<file path="src/rtl/a_demux_serial_1v16.sv">
`default_nettype none
// ============================================================================
// Module   : a_demux_serial_1v16
// Brief    : Oversampled two-character RS232 receiver that rebuilds a 16-bit
//            word. The optional high-byte timeout is enabled by defining the
//            macro A_DEMUX_RX_TIMEOUT_EN.
// Revision : 1.0 - initial release
// ============================================================================
module a_demux_serial_1v16 #(
    parameter int OVERSAMPLE   = 16,
    parameter int TIMEOUT_BITS = 20
) (
    input  logic        clk_ref,
    input  logic        rst,
    input  logic        clk_sample,
    input  logic        di_i,
    output logic [15:0] r_data_o,
    output logic        r_dv_o,
    output logic        r_busy_o,
    output logic        r_err_o
);

    localparam int c_TICK_W = $clog2(OVERSAMPLE);

    localparam logic [c_TICK_W-1:0] c_TICK_HALF = c_TICK_W'(OVERSAMPLE / 2 - 1);
    localparam logic [c_TICK_W-1:0] c_TICK_LAST = c_TICK_W'(OVERSAMPLE - 1);

    localparam logic [2:0] c_ST_IDLE  = 3'd0;
    localparam logic [2:0] c_ST_START = 3'd1;
    localparam logic [2:0] c_ST_DATA  = 3'd2;
    localparam logic [2:0] c_ST_STOP  = 3'd3;
    localparam logic [2:0] c_ST_GAP   = 3'd4;
    localparam logic [2:0] c_ST_BREAK = 3'd5;

    logic [1:0]          r_sync;
    logic                w_s_di;
    logic [2:0]          r_state;
    logic [c_TICK_W-1:0] r_tick;
    logic [2:0]          r_bit;
    logic                r_byte;
    logic [7:0]          r_shift;
    logic [7:0]          r_low;

    logic [2:0]          w_state_nxt;
    logic [c_TICK_W-1:0] w_tick_nxt;
    logic [c_TICK_W-1:0] w_tick_inc;
    logic                w_tick_mid;
    logic                w_tick_end;
    logic [2:0]          w_bit_nxt;
    logic                w_byte_nxt;
    logic [7:0]          w_shift_nxt;
    logic [7:0]          w_low_nxt;
    logic                w_busy_nxt;
    logic                w_dv;
    logic                w_err;

`ifdef A_DEMUX_RX_TIMEOUT_EN
    localparam int c_GAP_W = $clog2(TIMEOUT_BITS * OVERSAMPLE);
    localparam logic [c_GAP_W-1:0] c_GAP_LAST = c_GAP_W'(TIMEOUT_BITS * OVERSAMPLE - 1);

    logic [c_GAP_W-1:0] r_gap;
    logic [c_GAP_W-1:0] w_gap_nxt;
`else
    // TIMEOUT_BITS has no effect while the high-byte wait is unbounded.
    logic [31:0] w_unused_timeout;
    assign w_unused_timeout = 32'(TIMEOUT_BITS);
`endif

    assign w_s_di     = r_sync[1];
    assign w_tick_mid = (r_tick == c_TICK_HALF);
    assign w_tick_end = (r_tick == c_TICK_LAST);
    assign w_tick_inc = w_tick_end ? '0 : r_tick + c_TICK_W'(1);

    always_comb begin
        w_state_nxt = r_state;
        w_tick_nxt  = r_tick;
        w_bit_nxt   = r_bit;
        w_byte_nxt  = r_byte;
        w_shift_nxt = r_shift;
        w_low_nxt   = r_low;
        w_busy_nxt  = r_busy_o;
        w_dv        = 1'b0;
        w_err       = 1'b0;
`ifdef A_DEMUX_RX_TIMEOUT_EN
        w_gap_nxt   = r_gap;
`endif
        if (clk_sample) begin
            case (r_state)
                c_ST_IDLE: begin
                    w_tick_nxt = '0;
                    if (!w_s_di) begin
                        w_state_nxt = c_ST_START;
                        w_byte_nxt  = 1'b0;
                        w_busy_nxt  = 1'b1;
                    end
                end
                c_ST_START: begin
                    if (w_tick_mid) begin
                        w_tick_nxt = '0;
                        w_bit_nxt  = '0;
                        if (w_s_di) begin
                            // Line back high at mid start bit: a glitch, not a frame.
                            w_state_nxt = c_ST_IDLE;
                            w_busy_nxt  = 1'b0;
                        end else begin
                            w_state_nxt = c_ST_DATA;
                        end
                    end else begin
                        w_tick_nxt = w_tick_inc;
                    end
                end
                c_ST_DATA: begin
                    w_tick_nxt = w_tick_inc;
                    if (w_tick_end) begin
                        w_shift_nxt = {w_s_di, r_shift[7:1]};
                        w_bit_nxt   = r_bit + 3'd1;
                        if (r_bit == 3'd7) begin
                            w_state_nxt = c_ST_STOP;
                        end
                    end
                end
                c_ST_STOP: begin
                    w_tick_nxt = w_tick_inc;
                    if (w_tick_end) begin
                        w_tick_nxt = '0;
                        if (!w_s_di) begin
                            w_err       = 1'b1;
                            w_state_nxt = c_ST_BREAK;
                        end else if (!r_byte) begin
                            w_low_nxt   = r_shift;
                            w_state_nxt = c_ST_GAP;
`ifdef A_DEMUX_RX_TIMEOUT_EN
                            w_gap_nxt   = '0;
`endif
                        end else begin
                            w_dv        = 1'b1;
                            w_busy_nxt  = 1'b0;
                            w_state_nxt = c_ST_IDLE;
                        end
                    end
                end
                c_ST_GAP: begin
                    w_tick_nxt = '0;
                    if (!w_s_di) begin
                        w_state_nxt = c_ST_START;
                        w_byte_nxt  = 1'b1;
                    end
`ifdef A_DEMUX_RX_TIMEOUT_EN
                    else if (r_gap == c_GAP_LAST) begin
                        w_err       = 1'b1;
                        w_busy_nxt  = 1'b0;
                        w_low_nxt   = '0;
                        w_state_nxt = c_ST_IDLE;
                    end else begin
                        w_gap_nxt = r_gap + c_GAP_W'(1);
                    end
`endif
                end
                c_ST_BREAK: begin
                    w_tick_nxt = '0;
                    if (w_s_di) begin
                        w_busy_nxt  = 1'b0;
                        w_state_nxt = c_ST_IDLE;
                    end
                end
                default: begin
                    w_tick_nxt  = '0;
                    w_busy_nxt  = 1'b0;
                    w_state_nxt = c_ST_IDLE;
                end
            endcase
        end
    end

    always_ff @(posedge clk_ref) begin
        if (rst) begin
            r_sync   <= 2'b11;
            r_state  <= c_ST_IDLE;
            r_tick   <= '0;
            r_bit    <= '0;
            r_byte   <= 1'b0;
            r_shift  <= '0;
            r_low    <= '0;
            r_data_o <= 16'h0000;
            r_dv_o   <= 1'b0;
            r_busy_o <= 1'b0;
            r_err_o  <= 1'b0;
`ifdef A_DEMUX_RX_TIMEOUT_EN
            r_gap    <= '0;
`endif
        end else begin
            r_sync   <= {r_sync[0], di_i};
            r_state  <= w_state_nxt;
            r_tick   <= w_tick_nxt;
            r_bit    <= w_bit_nxt;
            r_byte   <= w_byte_nxt;
            r_shift  <= w_shift_nxt;
            r_low    <= w_low_nxt;
            r_dv_o   <= w_dv;
            r_busy_o <= w_busy_nxt;
            r_err_o  <= w_err;
            if (w_dv) begin
                r_data_o <= {r_shift, r_low};
            end
`ifdef A_DEMUX_RX_TIMEOUT_EN
            r_gap    <= w_gap_nxt;
`endif
        end
    end

endmodule
`default_nettype wire

</file>
<file path="config.mk">
export PLATFORM = sky130hd
export DESIGN_NAME = a_demux_serial_1v16
export DESIGN_NICKNAME = d
export VERILOG_FILES = /design/src/rtl/a_demux_serial_1v16.sv
export SDC_FILE = /design/constraint.sdc
export NUM_CORES = 1
export LEC_CHECK = 0
export CAP_MARGIN = 20
export CORE_MARGIN = 2
export CORE_UTILIZATION = 48
export DETAILED_ROUTE_END_ITERATION = 8
export PLACE_DENSITY_LB_ADDON = 0.25
export REMOVE_ABC_BUFFERS = 1
export SYNTH_ARGS = -nofsm -noshare
export SYNTH_HDL_FRONTEND = slang
export SYNTH_SLANG_ARGS = --single-unit
</file>
<file path="constraint.sdc">
create_clock -name clk_ref -period 6.1 [get_ports clk_ref]
set_clock_uncertainty 0.05 [all_clocks]
set_input_delay 1.22 -clock clk_ref [delete_from_list [all_inputs] [get_ports clk_ref]]
set_output_delay 1.22 -clock clk_ref [all_outputs]
set_load 0.05 [all_outputs]
</file>
==> results.py, run 1 <==
metrics = {
    "grt": {
        "grt.overflow.total": 0,
        "antenna_found_initial": 0,
        "track_usage_pct": 17.03,
        "grt_first_pass_wirelength_um": 6617,
        "grt_max_degree": 51,
        "grt_pass1_vias": 1368,
    },
    "detailed_routing": {
        "drc_errors": 0,
        "drt_iter0_drc": 121,
        "num_vias": 1537,
        "firstDrtPassIters": 4,
        "routedWlPerCell_um": 13.04,
        "wl_um": 3743,
        "avgViaCountPerCell": 5.355,
        "antenna_left": 0,
    },
    "worst_setup_path": {
        "critical_path_peak_fanout": 9,
        "crit_chain": "clkdlybuf4s50_1 -> nand4_4 -> nor4_4 -> buf_4 -> mux2i_1 -> nor2_1",
        "path_delay_family": "buffers and inverters",
        "critPathBufInv": 2,
        "cp-end-kind": "flip-flop",
        "required_ns": 6.24,
        "path_class": "in2reg",
        "cp.arrival_ns": 3.36,
        "critPathSlowestCell": "nor4_4",
        "cp-start-kind": "input port",
        "max_stage_delay_ns": 0.67,
    },
    "timing": {
        "slew_viol_final": 0,
        "rsz0062_at_grt": "false",
        "period_share_pct": 52.82,
        "worstMarginPinSlew_ns": 0.8201,
        "setup_viol_count_final": 0,
        "max_clock_freq_mhz": 310.3,
        "finalSetupTns_ns": 0,
        "hold_viol": 0,
        "holdWs_ns": 0.3692,
        "max-slew-margin-rel_pct": 44.87,
        "period_needed_ns": 3.222,
    },
    "layout": {
        "nFillCells": 363,
        "stdcell_area_um2": 2409,
        "nNetsFinal": 243,
        "final_util_pct": 59.36,
        "antenna_cells": 0,
        "area_growth_pct": 17.02,
        "drive_gt1_share_pct": 8.017,
    },
    "placement": {
        "place.gp.congestion": 0.7821,
        "hpwl_um": 2421,
        "placed_cell_area_um2": 2287,
        "io_buffers": 22,
    },
    "run": {
        "maxCapViolCount": 0,
    },
    "pwr": {
        "ir_worst_vdd_v": 0.0001816,
        "finalPower_uw": 585.2,
        "combPwrFrac_pct": 4.3,
        "p_leak_nw": 0.7910,
        "powerDensity_nw_per_um2": 243.0,
        "switching_share_pct": 21.58,
        "p_int_uw": 458.9,
        "switchingPower_uw": 126.3,
        "power.clock.fraction_pct": 41.2,
        "seqPwrFrac_pct": 54.4,
    },
    "clock_tree": {
        "cts_root_buf": "clkbuf_8",
        "post_cts_buffers": 0,
        "cts_resized": 0,
        "hold_buffers": 0,
        "clk_pin_slew_worst_paths_ns": 0.08,
        "cts_buffers": 5,
        "cts.sinks": 48,
        "max-clock-path-buffers": 2,
        "cts_tree": "built",
        "cts_max_level": 2,
        "insertion_delay_ns": 0.31,
    },
    "yosys": {
        "synth_area_leader_cell": "dfxtp_1",
        "synth.most_common_cell": "dfxtp_1",
        "syn-instance-count": 220,
        "synth_seq_cells": 48,
        "avgSynthCellArea_um2": 9.356,
        "synth_top_area_share_pct": 46.69,
        "yosysWarnings": 0,
        "synth_seq_area_share_pct": 46.69,
        "synthFlopType": "dfxtp_1",
        "async_reset_ff_share_pct": 0,
        "syn_area_um2": 2058,
        "synth-edff-count": 0,
        "yosys-top-cells-count": "48 x dfxtp_1, 33 x nor2_1, 30 x mux2i_1",
        "synth.distinct_cells": 41,
        "ys_top_cells_by_area": "dfxtp_1 47%, mux2i_1 15%, nor2_1 6.0%",
    },
    "floorplanning": {
        "die_area_um2": 4827,
        "rows": 23,
        "die_h_um": 69.48,
        "start_util_pct": 50.72,
        "core_um2": 4058,
        "io_pins": 23,
        "chipWidth_um": 69.48,
    },
    "status": {
        "status": "finished clean",
    },
    "worst_hold_path": {
        "hp-class": "reg2reg",
    },
}
==> power groups by stage <==
| stage | Combinational [mW] | Clock, mW | Sequential [mW] |
|---|---|---|---|
| finish | 0.0254 | 0.241 | 0.319 |
| global route | 0.0281 | 0.260 | 0.319 |
| CTS | 0.0255 | 0.247 | 0.319 |
| detailed placement | 0.0254 | 0 | 0.326 |
| global placement | 0.0254 | 0 | 0.326 |
| floorplan | 0.0126 | 0 | 0.327 |
==> final timing paths <==
check                           cells after the start  slack (ns)       start           to
worst max-delay path                                6        2.88  clk_sample  r_data_o[5]
worst min-delay path                                1        0.37   r_sync[0]    r_sync[1]
worst max register to register                      6        3.73   r_tick[0]  r_data_o[5]
worst min register to register                      1        0.37   r_sync[0]    r_sync[1]
==> per-stage QoR <==
step / worst slack, ns / cells
after floorplan: 3.350 / 205
after global placement: 2.605 / 279
after detailed placement: 2.530 / 279
after CTS: 2.857 / 287
after global routing: 2.726 / 287
final: 2.878 / 287
==> worst reg2reg max path, stage by stage, from the launching register on <==
cell and delay (ns):
dfxtp_1 0.38, ha_1 0.34, nand4_4 0.21, nor4_4 0.67, buf_4 0.32, mux2i_1 0.22, nor2_1 0.05
==> metal layers <==
layer,GRT usage (%),wire length (um),vias to the layer above
met5,0,0,-
met4,5.882,54,0
met3,5.814,181,6
met2,24.15,1587,26
met1,24.08,1920,711
li1,-,-,794
==> final cells by class <==
class | instances | area, um^2 | share of cell area [%]
sequential | 48 | 960.9 | 39.90
tap | 50 | 62.56 | 2.597
timing repair buffer | 24 | 235.2 | 9.766
clock buffer | 6 | 82.58 | 3.429
multi-input combinational | 154 | 1017 | 42.23
inverter | 3 | 11.26 | 0.4675
clock inverter | 2 | 38.79 | 1.610
==> flip-flops by register name (all words and copies together), names as in the netlist <==
register / cells
r_bit: 3
r_busy_o: 1
r_byte: 1
r_data_o: 16
r_dv_o: 1
r_err_o: 1
r_low: 8
r_shift: 8
r_state: 3
r_sync: 2
r_tick: 4
==> kinds of logic after synthesis <==
group	Yosys count	share of synthesized area, %
adder cells (fa/ha/maj)	3	1.824
AO/OA/AOI/OAI	28	8.876
AND/OR/NAND/NOR	92	23.71
XOR/XNOR	1	0.4256
multiplexers	30	14.59
buffers and inverters	18	3.891
flip-flops	48	46.69
==> cells in the final DEF (no fill, tap or decap), types with 2 or more instances in the layout <==
master,n
clkdlybuf4s50_1,22
o21ai_0,3
a21oi_1,15
nand2b_1,6
nor4_1,3
and2_1,2
or4_1,3
inv_1,3
ha_1,3
nand3_1,3
dfxtp_1,48
clkbuf_8,6
a2111o_1,2
nand2_1,25
nor2_1,33
or2_2,3
buf_4,2
mux2i_1,30
(Power assumes the default switching activity.)
==> run 2: changes to the inputs <==
==> constraint.sdc (replaced) <==
create_clock -name clk_ref -period 3.05 [get_ports clk_ref]
set_clock_uncertainty 0.05 [all_clocks]
set_input_delay 0.61 -clock clk_ref [delete_from_list [all_inputs] [get_ports clk_ref]]
set_output_delay 0.61 -clock clk_ref [all_outputs]
set_load 0.05 [all_outputs]
==> run 2 against run 1 <==
Compared with the run above:
- global-route usage down 0.59 points
- largest power group unchanged
- core utilization up 0.19 points
- sequential power up 100%
- die area stayed put
==> results.py, run 2 (synthesis results as in run 1) <==
metrics = {
    "status": {
        "status": "finished clean",
    },
    "layout": {
        "area_growth_pct": 17.39,
        "drive_gt1_share_pct": 8.403,
        "layout_commonest_cell": "dfxtp_1",
        "nFillCells": 369,
        "regMostFlops": "r_data_o",
        "largest_reg_flops": 16,
        "antenna_cells": 0,
        "top_regs": "r_data_o x16, r_low x8, r_shift x8",
        "final_cells": 288,
        "final_util_pct": 59.54,
        "stdcell_area_um2": 2416,
        "nNetsFinal": 244,
        "mostFrequentLayoutCells": "48 x dfxtp_1, 33 x nor2_1, 30 x mux2i_1",
    },
    "worst_setup_path": {
        "crit_chain": "clkdlybuf4s50_1 -> nand4_4 -> or4_1 -> nand2_1 -> a21oi_1",
        "cp-start-kind": "input port",
        "cp.arrival_ns": 2.41,
        "cp-end-kind": "flip-flop",
        "path_delay_family": "simple AND/OR/NAND/NOR gates",
        "critPathSlowestCell": "or4_1",
        "max_stage_delay_ns": 0.72,
        "required_ns": 3.17,
        "critPathBufInv": 1,
        "path_class": "in2reg",
        "critical_path_peak_fanout": 8,
    },
    "detailed_routing": {
        "firstDrtPassIters": 4,
        "drc_errors": 0,
        "antenna_left": 0,
        "wl_um": 3742,
        "num_vias": 1529,
        "drt_iter0_drc": 110,
        "routedWlPerCell_um": 12.99,
        "avgViaCountPerCell": 5.309,
    },
    "timing": {
        "slew_viol_final": 0,
        "period_needed_ns": 2.287,
        "rsz0062_at_grt": "false",
        "max-slew-margin-rel_pct": 63.38,
        "holdWs_ns": 0.3670,
        "hold_viol": 0,
        "period_share_pct": 74.97,
        "worstMarginPinSlew_ns": 0.5481,
        "setup_viol_count_final": 0,
        "max_clock_freq_mhz": 437.3,
        "finalSetupTns_ns": 0,
    },
    "floorplanning": {
        "die_h_um": 69.48,
        "rows": 23,
        "io_pins": 23,
        "die_area_um2": 4827,
        "core_um2": 4058,
        "chipWidth_um": 69.48,
        "start_util_pct": 50.72,
    },
    "worst_hold_path": {
        "hp-class": "reg2reg",
    },
    "clock_tree": {
        "post_cts_buffers": 0,
        "cts_max_level": 2,
        "insertion_delay_ns": 0.30,
        "cts.sinks": 48,
        "cts_buffers": 5,
        "max-clock-path-buffers": 2,
        "cts_tree": "built",
        "cts_root_buf": "clkbuf_8",
        "clk_pin_slew_worst_paths_ns": 0.09,
        "hold_buffers": 0,
        "cts_resized": 0,
    },
    "pwr": {
        "ir_worst_vdd_v": 0.0003447,
        "p_leak_nw": 0.7965,
        "powerDensity_nw_per_um2": 482.4,
    },
    "placement": {
        "hpwl_um": 2469,
        "placed_cell_area_um2": 2295,
        "io_buffers": 22,
        "place.gp.congestion": 0.7694,
        "dp_cells": 280,
    },
    "grt": {
        "grt.overflow.total": 0,
        "grt_first_pass_wirelength_um": 6458,
        "track_usage_pct": 16.44,
        "grt_pass1_vias": 1398,
        "grt_max_degree": 51,
        "antenna_found_initial": 0,
    },
    "run": {
        "maxCapViolCount": 0,
    },
}
run 2: path summary, 6_finish.rpt:
path	start	endpoint	slack (ns)	cells past startpoint
worst min register to register	r_sync[0]	r_sync[1]	0.37	1
worst min-delay path	r_sync[0]	r_sync[1]	0.37	1
worst max register to register	r_state[2]	r_state[2]	0.95	4
worst max-delay path	clk_sample	r_low[7]	0.76	5
run 2: where the power goes:
group | switching (mW) | internal, mW | leakage (nW)
Combinational | 0.0313 | 0.0195 | 0.348
Sequential | 0.00650 | 0.630 | 0.387
Clock | 0.210 | 0.268 | 0.0614
Total | 0.247 | 0.918 | 0.796
run 2: cell type report:
type | count | area (um^2) | area share (%)
clock buffer | 6 | 82.58 | 3.418
tap | 50 | 62.56 | 2.589
clock inverter | 2 | 38.79 | 1.605
multi-input combinational | 154 | 1017 | 42.10
timing repair buffer | 25 | 242.7 | 10.05
sequential | 48 | 960.9 | 39.77
inverter | 3 | 11.26 | 0.4661
run 2: metal layers:
metal	vias to the layer above	track usage (%)	wire length, um
met5	-	0	0
met4	0	5.447	26
met3	2	4.942	131
met2	27	24.89	1649
met1	704	22.43	1934
li1	796	-	-
run 2: metrics by stage:
step,power [mW],setup slack [ns]
4_1_cts,1.180,0.7923
2_1_floorplan,0.6792,0.8368
6_report,1.165,0.7634
3_5_place_dp,0.7027,0.4580
5_1_grt,1.209,0.6404
3_3_place_gp,0.7025,0.5202
==> run 3: changes to the inputs <==
==> constraint.sdc (replaced) <==
create_clock -name clk_ref -period 2.1 [get_ports clk_ref]
set_clock_uncertainty 0.05 [all_clocks]
set_input_delay 0.42 -clock clk_ref [delete_from_list [all_inputs] [get_ports clk_ref]]
set_output_delay 0.42 -clock clk_ref [all_outputs]
set_load 0.05 [all_outputs]
==> run 3 against run 2 <==
Compared with the run above:
- cell area is 3.6% higher
- sequential share of layout area shrank 1.3 points
- global-route usage rose by 1.1 points
- register-to-register slack got worse by 0.82 ns
- die area stayed put
- core utilization increased by 2.1 points
- final cell count grew 3.8%
- clock power increased by 22%
- flip-flop and latch count did not move
- critical path type is now reg2reg
==> results.py, run 3 (synthesis results as in run 1) <==
metrics = {
    "clock_tree": {
        "post_cts_buffers": 0,
        "cts_max_level": 2,
        "cts.sinks": 48,
        "cts_root_buf": "clkbuf_8",
        "clk_pin_slew_worst_paths_ns": 0.09,
        "cts_tree": "built",
        "max-clock-path-buffers": 2,
        "cts_buffers": 5,
        "insertion_delay_ns": 0.30,
    },
    "placement": {
        "place.gp.congestion": 0.7908,
        "dp_cells": 291,
        "placed_cell_area_um2": 2402,
        "io_buffers": 22,
        "hpwl_um": 2527,
        "dp_slack_ns": -0.1136,
    },
    "run": {
        "maxCapViolCount": 0,
    },
    "grt": {
        "track_usage_pct": 17.52,
        "grt_max_degree": 51,
        "grt_pass1_vias": 1445,
        "grt_first_pass_wirelength_um": 6844,
        "antenna_found_initial": 0,
        "grt.overflow.total": 0,
    },
    "floorplanning": {
        "rows": 23,
        "io_pins": 23,
        "die_h_um": 69.48,
        "chipWidth_um": 69.48,
        "core_um2": 4058,
        "die_area_um2": 4827,
        "start_util_pct": 50.72,
    },
    "worst_setup_path": {
        "critPathSlowestCell": "or4b_1",
        "crit_chain": "ha_2 -> nand4_1 -> a221o_1 -> or4b_1 -> a21oi_1",
        "critical_path_peak_fanout": 7,
        "cp-start-kind": "flip-flop",
        "max_stage_delay_ns": 0.49,
        "cp-end-kind": "flip-flop",
        "required_ns": 2.29,
        "path_class": "reg2reg",
        "cp.arrival_ns": 2.16,
    },
    "layout": {
        "layout_commonest_cell": "dfxtp_1",
        "regMostFlops": "r_data_o",
        "top_regs": "r_data_o x16, r_low x8, r_shift x8",
        "largest_reg_flops": 16,
        "area_growth_pct": 21.58,
        "mostFrequentLayoutCells": "47 x dfxtp_1, 33 x nor2_1, 30 x mux2i_1",
        "stdcell_area_um2": 2502,
        "final_cells": 299,
        "drive_gt1_share_pct": 13.25,
        "final_util_pct": 61.67,
        "nNetsFinal": 255,
        "nFillCells": 341,
        "antenna_cells": 0,
    },
    "pwr": {
        "finalPower_mw": 1.599,
        "powerDensity_nw_per_um2": 639.1,
        "ir_worst_vdd_v": 0.0004689,
        "p_leak_nw": 0.8423,
    },
    "detailed_routing": {
        "antenna_left": 0,
        "drt_iter0_drc": 98,
        "drc_errors": 0,
        "avgViaCountPerCell": 5.227,
        "firstDrtPassIters": 4,
        "wl_um": 3866,
        "routedWlPerCell_um": 12.93,
        "num_vias": 1563,
    },
    "timing": {
        "hold_viol": 0,
        "worstMarginPinSlew_ns": 0.5018,
        "rsz0062_at_grt": "false",
        "setup_ws_ns": 0.1330,
        "max-slew-margin-rel_pct": 66.44,
        "period_share_pct": 93.67,
        "setup_viol_count_final": 0,
        "max_clock_freq_mhz": 508.4,
        "slew_viol_final": 0,
        "period_needed_ns": 1.967,
    },
    "worst_hold_path": {
        "hp-class": "reg2reg",
    },
    "status": {
        "status": "finished clean",
    },
}
run 3: cell count changes in the layout (fill, tap and decap cells not counted), sizes merged:
cell / before / now
buf: 3 / 14
bufinv: 1 / 0
inv: 3 / 4
run 3: metrics by stage:
stage / hold WS [ns] / TNS (ns)
6_report: 0.3775 / 0
3_3_place_gp: 0.3451 / -0.6467
5_1_grt: 0.4140 / 0
3_5_place_dp: 0.3666 / -1.028
2_1_floorplan: 0.3395 / -1.811
4_1_cts: 0.3823 / 0
run 3: power by group:
group	switching [mW]	internal [mW]
sequential	0.0101	0.916
combinational	0.0505	0.0418
clock	0.312	0.269
total	0.373	1.23
run 3: layout make-up:
type / instances / area, um^2 / area share [%]
repair buffers: 36 / 350.3 / 14.00
clock inverters: 2 / 13.76 / 0.5500
inverters: 3 / 11.26 / 0.4500
flip-flops and latches: 48 / 962.2 / 38.45
multi-input cells: 154 / 1020 / 40.75
well taps: 50 / 62.56 / 2.500
clock buffers: 6 / 82.58 / 3.300
run 3: worst paths after layout:
kind | slack [ns] | start | endpoint | cells after the start
worst max register to register | 0.13 | r_tick[0] | r_state[2] | 5
worst min-delay path | 0.38 | r_sync[0] | r_sync[1] | 1
worst min register to register | 0.38 | r_sync[0] | r_sync[1] | 1
worst max-delay path | 0.13 | r_tick[0] | r_state[2] | 5
run 3: what timing repair did:
item                                    4_1_cts  5_1_grt
endpoints found under the setup margin        0        1
hold buffers                                  0        0
gates resized for setup                       0        2
run 3: routing by layer:
metal,up-vias,GRT usage (%),routed length [um]
li1,814,-,-
met1,714,23.99,2014
met2,28,25.85,1615
met3,7,5.087,162
met4,0,7.190,73
met5,-,0,0
run 3: critical path: cells and delay by family, from the launching register on:
family | cells | cell delay, ns
AND/OR/NAND/NOR | 2 | 0.62
adder cells (fa/ha/maj) | 1 | 0.29
flip-flops | 1 | 0.38
AO/OA/AOI/OAI | 2 | 0.56
